<file path="src/rtl/sync_control_multi.sv">
// sync_control_multi: step barrier across NUM_CH engines; advances l_step once every
// enabled channel has reported finished for the current step.
module sync_control_multi #(
    parameter int DATA_WIDTH = 32,
    parameter int NUM_CH     = 4,
    parameter int MAX_STEPS  = 7
) (
    input  logic                  clk,
    input  logic                  rst,
    input  logic                  start,
    input  logic                  abort,
    input  logic [NUM_CH-1:0]     ch_enable,
    input  logic [DATA_WIDTH-1:0] max_steps,
    input  logic [NUM_CH-1:0]     finished,
    output logic [NUM_CH-1:0]     rdy,
    output logic [DATA_WIDTH-1:0] l_step,
    output logic                  step_pulse,
    output logic                  finished_all,
    output logic                  busy,
    output logic                  err_overrun
);
    typedef enum logic [1:0] {IDLE, RUN, DONE} state_t;
    state_t                state;
    logic [NUM_CH-1:0]     mask, arrive, hit, seen;
    logic [DATA_WIDTH-1:0] limit, lim_sel;
    assign hit     = finished & mask;
    assign seen    = arrive | hit;
    assign lim_sel = (max_steps == '0) ? DATA_WIDTH'(MAX_STEPS) : max_steps;
    always_ff @(posedge clk or negedge rst) begin
        if (!rst) begin
            state        <= IDLE;
            mask         <= '0;
            limit        <= '0;
            arrive       <= '0;
            rdy          <= '0;
            l_step       <= '0;
            step_pulse   <= 1'b0;
            finished_all <= 1'b0;
            busy         <= 1'b0;
            err_overrun  <= 1'b0;
        end else begin
            step_pulse <= 1'b0;
            if (abort) begin
                state        <= IDLE;
                arrive       <= '0;
                rdy          <= '0;
                finished_all <= 1'b0;
                busy         <= 1'b0;
            end else if (start && state != RUN) begin
                mask         <= ch_enable;
                limit        <= lim_sel;
                l_step       <= '0;
                arrive       <= '0;
                err_overrun  <= 1'b0;
                state        <= (ch_enable == '0) ? DONE : RUN;
                finished_all <= (ch_enable == '0);
                busy         <= (ch_enable != '0);
                rdy          <= ch_enable;
            end else if (state == RUN) begin
                if ((hit & arrive) != '0)
                    err_overrun <= 1'b1;
                // Arrivals in the completing cycle count toward the current step.
                if (seen == mask) begin
                    l_step     <= l_step + 1'b1;
                    step_pulse <= 1'b1;
                    arrive     <= '0;
                    if (l_step + 1'b1 == limit) begin
                        state        <= DONE;
                        rdy          <= '0;
                        finished_all <= 1'b1;
                        busy         <= 1'b0;
                    end else begin
                        rdy <= mask;
                    end
                end else begin
                    arrive <= seen;
                    rdy    <= mask & ~seen;
                end
            end
        end
    end
endmodule

</file>
<file path="config.mk">
export PLATFORM = sky130hd
export DESIGN_NAME = sync_control_multi
export DESIGN_NICKNAME = d
export VERILOG_FILES = /design/src/rtl/sync_control_multi.sv
export SDC_FILE = /design/constraint.sdc
export NUM_CORES = 1
export LEC_CHECK = 0
export BUFFER_PORTS_ARGS = -buffer_cell sky130_fd_sc_hd__buf_2
export CAP_MARGIN = 20
export CORE_ASPECT_RATIO = 2
export CORE_MARGIN = 8
export CORE_UTILIZATION = 60
export DETAILED_ROUTE_END_ITERATION = 8
export PLACE_DENSITY = 0.85
export SETUP_SLACK_MARGIN = 0.15
export SLEW_MARGIN = 20
export SYNTH_ARGS = -nofsm -noshare
export SYNTH_HDL_FRONTEND = slang
export SYNTH_SLANG_ARGS = --single-unit
export TNS_END_PERCENT = 20
</file>
<file path="constraint.sdc">
create_clock -name clk -period 4.69 [get_ports clk]
set_input_delay 0.938 -clock clk [delete_from_list [all_inputs] [get_ports clk]]
set_output_delay 0.938 -clock clk [all_outputs]
set_load 0.005 [all_outputs]
</file>
==> flow_summary.yaml <==
clock_network:
  cts_tree: "done"
  holdBufCountCts: 0
  postCtsSetupRepairBufs: 0
  clockBufferDepth: 2
  clockRootBuffer: "clkbuf_16"
  cts.sinks: 80
  htreeDepth: 3
  path_clk_slew_ns: 0.06
  numCtsBuffers: 9
  insertion_delay_ns: 0.34
  cts_resized: 0
yosys:
  synth-main-ff-cell: "dfrtp_1"
  synth.net_count: 640
  synthArstFlopShare: 1.00
  synthTopCellsByCount: "154 x nand2_1, 80 x dfrtp_1, 57 x o21ai_0"
  yosysWarnings: 0
  synth-simple-area-share: 0.285
  yosysMostFrequentCell: "nand2_1"
  ys_types: 51
  syn_avg_cell_area_um2: 8.19
  syn_inst: 591
  synth_edf_count: 0
  synth_seq_area_share: 0.414
  synth.mux.area_fraction: 0.00905
  yosys-top-cells-area: "dfrtp_1 41%, nand2_1 12%, xnor2_1 6.9%"
  ys_seq_elements: 80
  synth_top_area_share: 0.414
  yosysTopAreaCell: "dfrtp_1"
  synth-compound-area-share: 0.153
  synthAdderAreaFrac: 0.0129
  synth-xor-area-share: 0.0887
  synth_top_family_by_area: "simple AND/OR/NAND/NOR gates"
  synth_area_um2: 4840
detailed_routing:
  drt-wirelength-per-cell_um: 21.1
  num_vias: 4893
  first_pass_iters: 5
  postRouteWirelength_mm: 16.0
  route.detailed.drc: 0
  drtAntennaViolNets: 0
  vias_per_cell: 6.47
  first_iter_violations: 410
pwr:
  ir_worst_vdd_uv: 286
  power_density_nw_per_um2: 385
  power_leakage_nw: 2.52
setup_path:
  worstReg2RegStart: "l_step[5]"
  worstPathArrival_ns: 3.53
  rr_worst_depth: 8
  cp_top_family: "simple AND/OR/NAND/NOR gates"
  worstSetupPathType: "reg -> reg"
  cpPeakStageDelay_ns: 0.59
  worstPathMaxFanout: 12
  r2r_end: "rdy[2]"
  required_ns: 4.90
  reg2reg_slack_ns: 1.37
  startpoint_type: "flip-flop"
  crit_buf_inv: 0
  crit_path_frequent_cell: "nand4_1"
  cp_slowest_cell: "dfrtp_1"
  path_cells: "nand4_1, or3_1, nor4_2, xnor2_1, nor3_1, nand4_1, a2111oi_4, o21ai_1"
  cp-end-kind: "flip-flop"
global_routing:
  grt_pass1_wl_mm: 25.2
  antenna_found_initial: 0
  grt_pass1_vias: 5041
  grt_max_degree: 81
  grt.total_usage: 0.291
  gr-total-overflow: 0
run_status:
  status: "finished, final reports clean"
sta:
  slew_violations: 0
  setup_viol: 0
  fin_skew_ns: 0.00460
  slew_headroom: 0.276
  rsz0062_at_grt: "false"
  hold_viol: 0
  worstMarginPinSlew_ns: 1.08
  fmax_mhz: 301
  min_period_ns: 3.32
  fin_crit_sh: 0.707
  fin_tns_setup_ns: 0
cells_and_area:
  utilization: 0.712
  nets: 704
  drive_gt1_frac: 0.180
  area_delta_synth_final_pct: 16.0
  n_antenna_cell: 0
min_path:
  min_to: "limit[31]"
  hp-class: "reg -> reg"
  worstHoldStart: "limit[31]"
  hold_depth: 2
floorplan:
  core_region_area_um2: 7890
  io_pins: 84
  start_util: 0.614
  die_area_um2: 11400
  die_y_um: 143
  rows: 46
  chipWidth_um: 79.5
place:
  post-dp-hpwl_mm: 11.5
  port_buffers: 83
  place.gp.congestion: 1.01
flow_run:
  cap_violations: 0
[registers in the layout (all words and copies together), names as in the netlist]
signal	cells
busy	1
step_pulse	1
err_overrun	1
mask	4
rdy	4
finished_all	1
limit	32
arrive	4
l_step	32
[per-stage QoR]
stage | power (W) | hold WS, ns | worst slack, ns | std cells | instance area [µm²]
detailed placement | 0.00139 | 0.485 | 1.33 | 739 | 5270
global route | 0.00226 | 0.526 | 1.23 | 756 | 5610
CTS | 0.00215 | 0.499 | 1.46 | 755 | 5590
floorplan | 0.00121 | 0.461 | 1.87 | 591 | 4840
global placement | 0.00137 | 0.480 | 1.32 | 739 | 5270
finish | 0.00216 | 0.494 | 1.37 | 756 | 5610
[logic make-up after synthesis]
family	after synthesis
mux	4
buf+inv	44
xor+xnor	49
compound gates	121
simple gates	288
flops	80
fa+ha+maj	5
[metal layers]
metal | track usage | vias up | routed length (µm)
li1 | - | 2195 | -
met1 | 0.282 | 2332 | 5270
met2 | 0.513 | 287 | 8530
met3 | 0.0630 | 79 | 1120
met4 | 0.219 | 0 | 1040
met5 | 0 | - | 0
[cell type report]
class	count	area, µm²
well taps	96	120
flip-flops and latches	80	2000
inverters	8	30.0
fillers	624	2270
multi-input cells	467	2660
clock buffers	11	243
clock inverters	5	78.8
repair buffers	89	483
[power by group]
group	switching, W	total (W)	internal [W]	leakage (nW)
Sequential	0.000121	0.000913	0.000792	1.05
Combinational	0.000280	0.000487	0.000207	1.31
Clock	0.000281	0.000762	0.000481	0.160
[how the worst max path moves through the flow]
| stage | start | end | slack (ns) | cells past startpoint |
|---|---|---|---|---|
| CTS | l_step[0] | rdy[2] | 1.46 | 9 |
| global route | l_step[0] | rdy[2] | 1.23 | 9 |
| finish | l_step[5] | rdy[2] | 1.37 | 8 |
| floorplan | l_step[2] | busy | 1.87 | 10 |
| global placement | finished[0] | l_step[18] | 1.32 | 10 |
| detailed placement | finished[1] | l_step[28] | 1.33 | 9 |
[cell usage in the layout, fill, tap and decap left out, types with 8 or more instances in the layout]
cell type	instances
nor2_1	25
nand3_1	21
nor3_1	18
clkbuf_16	9
buf_2	82
dfrtp_1	80
xor2_1	11
inv_1	8
xnor2_1	38
nand2_1	154
o31ai_1	9
a21oi_1	19
nor4_1	14
nand4_1	14
o21ai_0	57
and4_1	8
[worst min-delay path, delay by kind of cell (launching register included)]
kind             cells  cell delay [ns]
AND/OR/NAND/NOR      2             0.10
flip-flops           1             0.36
(Power assumes the default switching activity.)
